--- config.mk ---
export PLATFORM = sky130hd
export DESIGN_NAME = innerproduct_mac
export DESIGN_NICKNAME = d
export VERILOG_FILES = /design/src/rtl/innerproduct_mac.sv
export SDC_FILE = /design/constraint.sdc
export NUM_CORES = 2
export LEC_CHECK = 0
export CAP_MARGIN = 20
export CORE_MARGIN = 1
export CORE_UTILIZATION = 40
export DETAILED_ROUTE_END_ITERATION = 6
export PLACE_DENSITY = 0.59
export SYNTH_ARGS = -nofsm -noshare
export SYNTH_HDL_FRONTEND = slang
export SYNTH_SLANG_ARGS = --single-unit
--- constraint.sdc ---
create_clock -name clk -period 21.8 [get_ports clk]
set_clock_uncertainty 0.2 [all_clocks]
set_input_delay 4.36 -clock clk [delete_from_list [all_inputs] [get_ports clk]]
set_output_delay 4.36 -clock clk [all_outputs]
set_load 0.01 [all_outputs]
--- src/rtl/innerproduct_mac.sv ---
// innerproduct_mac: streaming inner product of unsigned pixels with a loadable signed weight bank
//   clk, rst_n                   clock, asynchronous active-low reset
//   i_x_valid/o_x_ready/i_x_data pixel stream, one unsigned pixel per handshake
//   i_w_we/i_w_addr/i_w_data     weight bank write port, accepted only while idle
//   o_y_valid/i_y_ready/o_y_data one signed inner product per feature vector
//   o_busy                       vector in progress or result pending
module innerproduct_mac #(
  parameter int N_FEAT  = 81,
  parameter int X_W     = 7,
  parameter int THETA_W = 16,
  parameter int ACC_W   = 32,
  parameter int AW      = $clog2(N_FEAT)
) (
  input  logic               clk,
  input  logic               rst_n,
  input  logic               i_x_valid,
  output logic               o_x_ready,
  input  logic [X_W-1:0]     i_x_data,
  input  logic               i_w_we,
  input  logic [AW-1:0]      i_w_addr,
  input  logic [THETA_W-1:0] i_w_data,
  output logic               o_y_valid,
  input  logic               i_y_ready,
  output logic [ACC_W-1:0]   o_y_data,
  output logic               o_busy
);
  localparam int PW = X_W + 1 + THETA_W;
  // product is formed at least ACC_W wide so the low ACC_W bits are the sign-extended (or wrapped) term
  localparam int EW = (PW > ACC_W) ? PW : ACC_W;
  typedef enum logic {ACCUM, DONE} state_t;
  state_t                    r_state;
  logic [AW-1:0]             r_cnt;
  logic [ACC_W-1:0]          r_acc;
  logic [ACC_W-1:0]          r_y;
  logic signed [THETA_W-1:0] r_w [N_FEAT];
  logic signed [X_W:0]       w_x_s;
  logic signed [EW-1:0]      w_prod;
  logic [ACC_W-1:0]          w_sum;
  logic                      w_x_hs;
  logic                      w_y_hs;
  logic                      w_last;
  logic                      w_we_ok;
  assign o_x_ready = r_state == ACCUM;
  assign o_y_valid = r_state == DONE;
  assign o_y_data  = r_y;
  assign o_busy    = (r_state == DONE) || (r_cnt != '0);
  assign w_x_hs    = i_x_valid && o_x_ready;
  assign w_y_hs    = o_y_valid && i_y_ready;
  assign w_last    = r_cnt == AW'(N_FEAT - 1);
  assign w_we_ok   = i_w_we && !o_busy && (32'(i_w_addr) < N_FEAT);
  assign w_x_s     = {1'b0, i_x_data};
  assign w_prod    = EW'(w_x_s) * EW'(r_w[r_cnt]);
  // first term of a vector restarts the sum instead of adding to the previous result
  assign w_sum     = (r_cnt == '0) ? w_prod[ACC_W-1:0] : r_acc + w_prod[ACC_W-1:0];
  always_ff @(posedge clk or negedge rst_n) begin
    if (!rst_n) begin
      r_state <= ACCUM;
      r_cnt   <= '0;
      r_acc   <= '0;
      r_y     <= '0;
      for (int i = 0; i < N_FEAT; i++) r_w[i] <= '0;
    end else begin
      if (w_x_hs) begin
        r_acc <= w_sum;
        r_cnt <= w_last ? '0 : r_cnt + 1'b1;
        if (w_last) begin
          r_state <= DONE;
          r_y     <= w_sum;
        end
      end
      if (w_y_hs) r_state <= ACCUM;
      // bank is read combinationally above, so a write at cnt=0 lands after pixel 0 used the old weight
      if (w_we_ok) r_w[i_w_addr] <= i_w_data;
    end
  end
endmodule

# Word level (Yosys, flattened, before mapping)

Cells that the tools add are included.

Register bits after elaboration: 1368
Input bits: 35
Logic and storage cells: 120

Add/subtract/negate cells: 2
Multiply operators: 1
Magnitude comparators: 4
Equality and inequality tests: 1
Multiplexer cells: 11
Bitwise logic cells: 3
Reduce and logical (&&, ||, !) cells: 13

Operator list:

| cell                | number |
|---|---|
| $bwmux 1296         | 1 |
| $bmux 16 s7         | 1 |
| $demux 16 s7        | 1 |
| $mux 16             | 3 |
| $add 32x32->32      | 1 |
| $mux 32             | 1 |
| $mul 8x16->24       | 1 |
| $ge 8x8->1 const B  | 2 |
| $not 7->8           | 2 |
| $lt 8x1->1 const B  | 1 |
| $add 7x1->7 const B | 1 |
| $eq 7x7->1 const B  | 1 |
| $logic_not 7->1     | 1 |
| $lt 7x7->1 const B  | 1 |
| $mux 7              | 1 |
| $reduce_bool 7->1   | 1 |
| $logic_and 1x1->1   | 5 |
| $reduce_and 2->1    | 2 |
| $reduce_bool 2->1   | 2 |
| $mux 1              | 3 |
| $logic_not 1->1     | 1 |
| $logic_or 1x1->1    | 1 |
| $not 1->1           | 1 |

# Depth between registers and ports, before layout

Word-level depth: 7
Gate-level depth with buffers: 39
Depth with buffers taken out: 35

# Worst setup path before layout

No wires, ideal clock.

Path type: input -> register
Start point: input port i_x_data[2]
End point: register r_y[31], in the netlist o_y_data[31]
Setup time: 0.082 ns
Arrival: 10.899 ns
Setup slack: 10.618 ns
Stages: 27
Buffers on the path: 1
Path through: clkbuf_1 and2_1 fa_1 inv_1 fa_1 inv_1 fa_1 inv_1 fa_1 inv_1 ha_1 o21ai_0 o21ai_0 nand3_1 a2111oi_0 nor2_1 xnor2_1 ha_1 a21o_1 a21o_1 a21o_1 o21a_1 a21oi_1 o31ai_4 xnor2_1 or3_1 a31oi_1

Cells in the longest elaborated chain, start to end: 3

Ends and longest elaborated chain:

| element                | line | text |
|---|---|---|
| start: declaration     | 18   | `input logic [X_W-1:0] i_x_data,` |
| $mul 8x16->24 *        | 52   | `assign w_prod = EW'(w_x_s) * EW'(r_w[r_cnt]);` |
| $add 32x32->32         | 54   | `assign w_sum = (r_cnt == '0) ? w_prod[ACC_W-1:0] : r_acc + w_prod[ACC_W-1:0];` |
| $mux 32 *              | 54   |  |
| end signal: assignment | 68   | `r_y <= w_sum;` |
| end: declaration       | 34   | `logic [ACC_W-1:0] r_y;` |

Mark *: on every way between the ends. The rest lies on a longest branch, timed or not.
A chain may end at the register's enable or synchronous reset.

# Final worst setup path

Start point: register r_cnt[0]
End point: register r_y[31], in the netlist o_y_data[31]

Cells in the longest elaborated chain, start to end: 7
Elaborated cells on any way between the ends: 10
Classes of those cells: add/sub: 1; mul: 1; eq/ne: 1; mux: 4; bitwise: 1; reduce/logical: 2

Ends and longest elaborated chain:

| element                                    | line | text |
|---|---|---|
| start: declaration                         | 32   | `logic [AW-1:0] r_cnt;` |
| start signal: assignment                   | 65   | `r_cnt <= w_last ? '0 : r_cnt + 1'b1;` |
| $not 7->8 (implied by the code)            | 52   |  |
| $bmux 16 s7                                | 52   |  |
| $mux 16 (implied by the code) (2 in a row) | 52   |  |
| $mul 8x16->24                              | 52   |  |
| $add 32x32->32                             | 54   |  |
| $mux 32                                    | 54   |  |

Parallel ways exist; a longest one is shown, timed or not. The select of a mux whose other input is x is not followed.

==> flow_results.xml <==
<?xml version="1.0" encoding="UTF-8"?>
<metrics>
  <group name="clock_tree">
    <metric name="tritoncts" unit="">built</metric>
    <metric name="worstSkewPairLatency" unit="ns">0.82</metric>
    <metric name="clk_transition_reported_paths" unit="ns">0.06</metric>
    <metric name="cts_max_level" unit="">4</metric>
    <metric name="ctsResizeCount" unit="">0</metric>
    <metric name="ctsRootBufferMaster" unit="">clkbuf_16</metric>
    <metric name="cts-buffers-inserted" unit="">152</metric>
    <metric name="holdBufCountCts" unit="">0</metric>
    <metric name="post_cts_buffers" unit="">0</metric>
    <metric name="cts.sink_count" unit="">1368</metric>
    <metric name="clock_tree.buffer_depth" unit="">3</metric>
  </group>
  <group name="die">
    <metric name="fp.dieW" unit="µm">414</metric>
    <metric name="io-pin-count" unit="">70</metric>
    <metric name="floorplan.rows" unit="">150</metric>
    <metric name="floorplan.initialDensity" unit="%">40.4</metric>
    <metric name="die_area" unit="µm²">171000</metric>
    <metric name="die-height" unit="µm">414</metric>
    <metric name="design.core.area" unit="µm²">168000</metric>
  </group>
  <group name="placed_design">
    <metric name="gpl.final_weighted_congestion" unit="">0.839</metric>
    <metric name="hpwl" unit="µm">104000</metric>
    <metric name="io_buffer_count" unit="">69</metric>
    <metric name="placedCellCount" unit="">6597</metric>
    <metric name="placement.setup.worst_slack" unit="ns">9.71</metric>
  </group>
  <group name="synthesis">
    <metric name="asyncSetResetFlopFracSynth" unit="%">100</metric>
    <metric name="syn-instance-count" unit="">4582</metric>
    <metric name="synth_top_area_share" unit="%">50.5</metric>
    <metric name="post_synth_instance_area" unit="µm²">67800</metric>
    <metric name="number_of_enable_flip_flop_cells_after_synthesis" unit="">0</metric>
    <metric name="post_synth.cell_area_avg" unit="µm²">14.8</metric>
    <metric name="synthesis.nets" unit="">4788</metric>
    <metric name="synth-main-ff-cell" unit="">dfrtp_1</metric>
    <metric name="synth_top_cell_by_area" unit="">dfrtp_1</metric>
    <metric name="synth.area.top_cells" unit="">dfrtp_1, mux2_2, mux4_2, fa_1, ha_1</metric>
    <metric name="ys_seq_elements" unit="">1368</metric>
    <metric name="netlist-cell-type-count" unit="">66</metric>
    <metric name="synth.yosys.seq_area_share" unit="%">50.5</metric>
    <metric name="synth_warnings" unit="">0</metric>
  </group>
  <group name="global_route">
    <metric name="grt_remaining_overflow" unit="">0</metric>
    <metric name="grt_use_total" unit="%">20.7</metric>
    <metric name="grt_first_pass_wirelength" unit="µm">267000</metric>
    <metric name="antenna_found_initial" unit="">6</metric>
    <metric name="grt_start_max_net_pins" unit="">180</metric>
    <metric name="via_count_of_the_first_global_routing_pass" unit="">40900</metric>
  </group>
  <group name="hold_path">
    <metric name="worstHoldPathType" unit="">reg2reg</metric>
    <metric name="hold_path.startpoint" unit="">o_y_data[0]</metric>
    <metric name="hold_end" unit="">o_y_data[0]</metric>
    <metric name="hold_depth" unit="">2</metric>
  </group>
  <group name="setup_path">
    <metric name="crit_path_max_incr_delay" unit="ns">0.89</metric>
    <metric name="rrSetupSlack" unit="ns">9.78</metric>
    <metric name="critical_path.slowest_cell" unit="">dfrtp_4</metric>
    <metric name="critical_register_to_register_path_endpoint" unit="">o_y_data[31]</metric>
    <metric name="worst-endpoint-required" unit="ns">22.33</metric>
    <metric name="worstReg2RegStart" unit="">r_cnt[0]</metric>
    <metric name="timing.critical_path.fanout_max" unit="">77</metric>
    <metric name="worstSetupEndpointType" unit="">register</metric>
    <metric name="timing.setup.critical_path_class" unit="">reg2reg</metric>
    <metric name="cpLargestDelayFamily" unit="">compound AO/OA/AOI/OAI gates</metric>
    <metric name="critPathLaunchType" unit="">register</metric>
    <metric name="ff2ff_path_depth" unit="">36</metric>
    <metric name="buffers_inverters_on_critical_path" unit="">8</metric>
    <metric name="arrival" unit="ns">12.55</metric>
  </group>
  <group name="finish">
    <metric name="layout.cells.most_common" unit="">dfrtp_1</metric>
    <metric name="nets" unit="">4756</metric>
    <metric name="mostFrequentLayoutCells" unit="">dfrtp_1, mux2_2, mux4_2</metric>
    <metric name="final-instance-count-excl-fill" unit="">6876</metric>
    <metric name="fillerInstances" unit="">15000</metric>
    <metric name="layout-area-overhead-vs-synth" unit="%">11.5</metric>
    <metric name="proportion_of_layout_cells_with_a_drive_suffix_above_1" unit="%">46.2</metric>
  </group>
  <group name="timing">
    <metric name="final.hold.worst_slack" unit="ns">0.275</metric>
    <metric name="finalHoldViolations" unit="">0</metric>
    <metric name="maxSlewViolCount" unit="">0</metric>
    <metric name="timing.setup.tns" unit="ns">0</metric>
    <metric name="post-route-period-util" unit="%">55.1</metric>
    <metric name="rsz0062_at_grt" unit="">false</metric>
    <metric name="timing.final.ws_setup" unit="ns">9.78</metric>
    <metric name="maxClockFrequency" unit="GHz">0.0832</metric>
    <metric name="post-route-min-period" unit="ns">12.02</metric>
    <metric name="slew_headroom" unit="%">23.8</metric>
    <metric name="setup-violations-final" unit="">0</metric>
    <metric name="max_slew.worst_pin.slew" unit="ns">1.14</metric>
  </group>
  <group name="drt">
    <metric name="ant_nets" unit="">0</metric>
    <metric name="remaining_drc_errors" unit="">0</metric>
    <metric name="detail_route.wl_per_cell" unit="µm">25.1</metric>
    <metric name="detail_route.iter0.violations" unit="">2427</metric>
    <metric name="via_count" unit="">38600</metric>
    <metric name="number_of_iterations_in_the_first_detailed_routing_pass" unit="">5</metric>
    <metric name="route.detailed.vias_per_inst" unit="">5.62</metric>
    <metric name="wl" unit="µm">173000</metric>
  </group>
  <group name="power">
    <metric name="clock_power_share" unit="%">38.2</metric>
    <metric name="p_sw_share" unit="%">30.5</metric>
    <metric name="seqPwrFrac" unit="%">40.8</metric>
    <metric name="cellLeakagePower" unit="nW">36.2</metric>
    <metric name="power_report.internal_total" unit="W">0.00467</metric>
    <metric name="power.net_switching" unit="W">0.00205</metric>
    <metric name="worst_ir_drop_vdd" unit="mV">0.0934</metric>
    <metric name="pwr-share-comb" unit="%">21.0</metric>
    <metric name="powerDensity" unit="nW/µm²">89.0</metric>
  </group>
  <group name="job">
    <metric name="max_cap_violations" unit="">0</metric>
  </group>
  <group name="outcome">
    <metric name="run_status" unit="">completed</metric>
  </group>
</metrics>
worst max path at each step:
stage,from,end,cells past startpoint
final,r_cnt[0],o_y_data[31],36
after global routing,r_cnt[0],o_y_data[31],36
after CTS,r_cnt[0],o_y_data[31],36
after detailed placement,r_cnt[0],o_y_data[31],36
after global placement,i_x_data[2],o_y_data[31],28
after floorplan,i_x_data[2],o_y_data[31],27
worst min-delay path, cell delays in order, from the launching register on:
cell	delay (ns)
dfrtp_1	0.34
nand2_1	0.05
nand2_1	0.05
area by class of cell:
class | instances | area, µm² | area share, %
Sequential cell | 1368 | 34200 | 45.3
Multi-Input combinational cell | 2696 | 31400 | 41.5
Clock buffer | 236 | 4560 | 6.03
Tap cell | 2204 | 2760 | 3.65
Timing Repair Buffer | 178 | 1610 | 2.12
Inverter | 154 | 578 | 0.765
Clock inverter | 36 | 472 | 0.624
Antenna cell | 4 | 10.0 | 0.0132
logic make-up after synthesis:
kind of cell | after synthesis | share of synthesized area, %
and+or+nand+nor | 479 | 3.56
buffers and inverters | 518 | 3.24
AOI/OAI and AO/OA | 276 | 2.71
muxes | 1718 | 35.2
DFF | 1368 | 50.5
adders and majority gates | 171 | 4.12
xor gates and xnor gates | 52 | 0.672
sequential cells by signal, indices dropped and copies added (netlist names):
register,cells
o_y_data,32
r_w,1296
r_acc,32
o_y_valid,1
r_cnt,7
cell usage after synthesis, types with 8 or more instances:
master / n
mux2_2: 1304
mux4_2: 402
inv_1: 153
buf_6: 10
nand2b_1: 24
a22oi_1: 19
nand3_1: 13
fa_1: 87
xor2_1: 22
and2_1: 44
nor2b_1: 49
mux2i_1: 12
buf_1: 41
buf_4: 13
nand4_1: 10
o21ai_0: 73
nand2_1: 165
a21oi_1: 69
nand2_2: 8
a21o_1: 30
nor2_1: 75
dfrtp_1: 1368
nor2_2: 48
buf_2: 103
xnor2_1: 30
a31oi_1: 12
clkbuf_1: 197
ha_1: 84
nor3_1: 13
through the flow:
stage / utilization, % / total power (W) / instance area [µm²]
floorplan: - / 0.00378 / 67800
global placement: 42.0 / 0.00420 / 70400
detailed placement: 42.0 / 0.00421 / 70500
CTS: 45.0 / 0.00681 / 75500
global route: 45.0 / 0.00704 / 75600
finish: 45.1 / 0.00673 / 75600
layer usage:
layer / wire, µm / vias to the layer above / part of all wire [%] / track usage, %
met5: 0 / - / 0 / 0
met4: 3840 / 0 / 2.2 / 5.45
met3: 6420 / 215 / 3.7 / 2.79
met2: 82800 / 670 / 48 / 33.3
met1: 79500 / 21100 / 46 / 29.5
li1: - / 16600 / - / -
power by group through the flow:
| stage | registers (W) | logic, W | clock network, W |
|---|---|---|---|
| 2_1_floorplan | 0.00272 | 0.00106 | 0 |
| 3_3_place_gp | 0.00279 | 0.00142 | 0 |
| 3_5_place_dp | 0.00279 | 0.00142 | 0 |
| 4_1_cts | 0.00275 | 0.00143 | 0.00263 |
| 5_1_grt | 0.00276 | 0.00155 | 0.00273 |
| 6_report | 0.00274 | 0.00141 | 0.00257 |
Power figures use the tool's default switching activity.
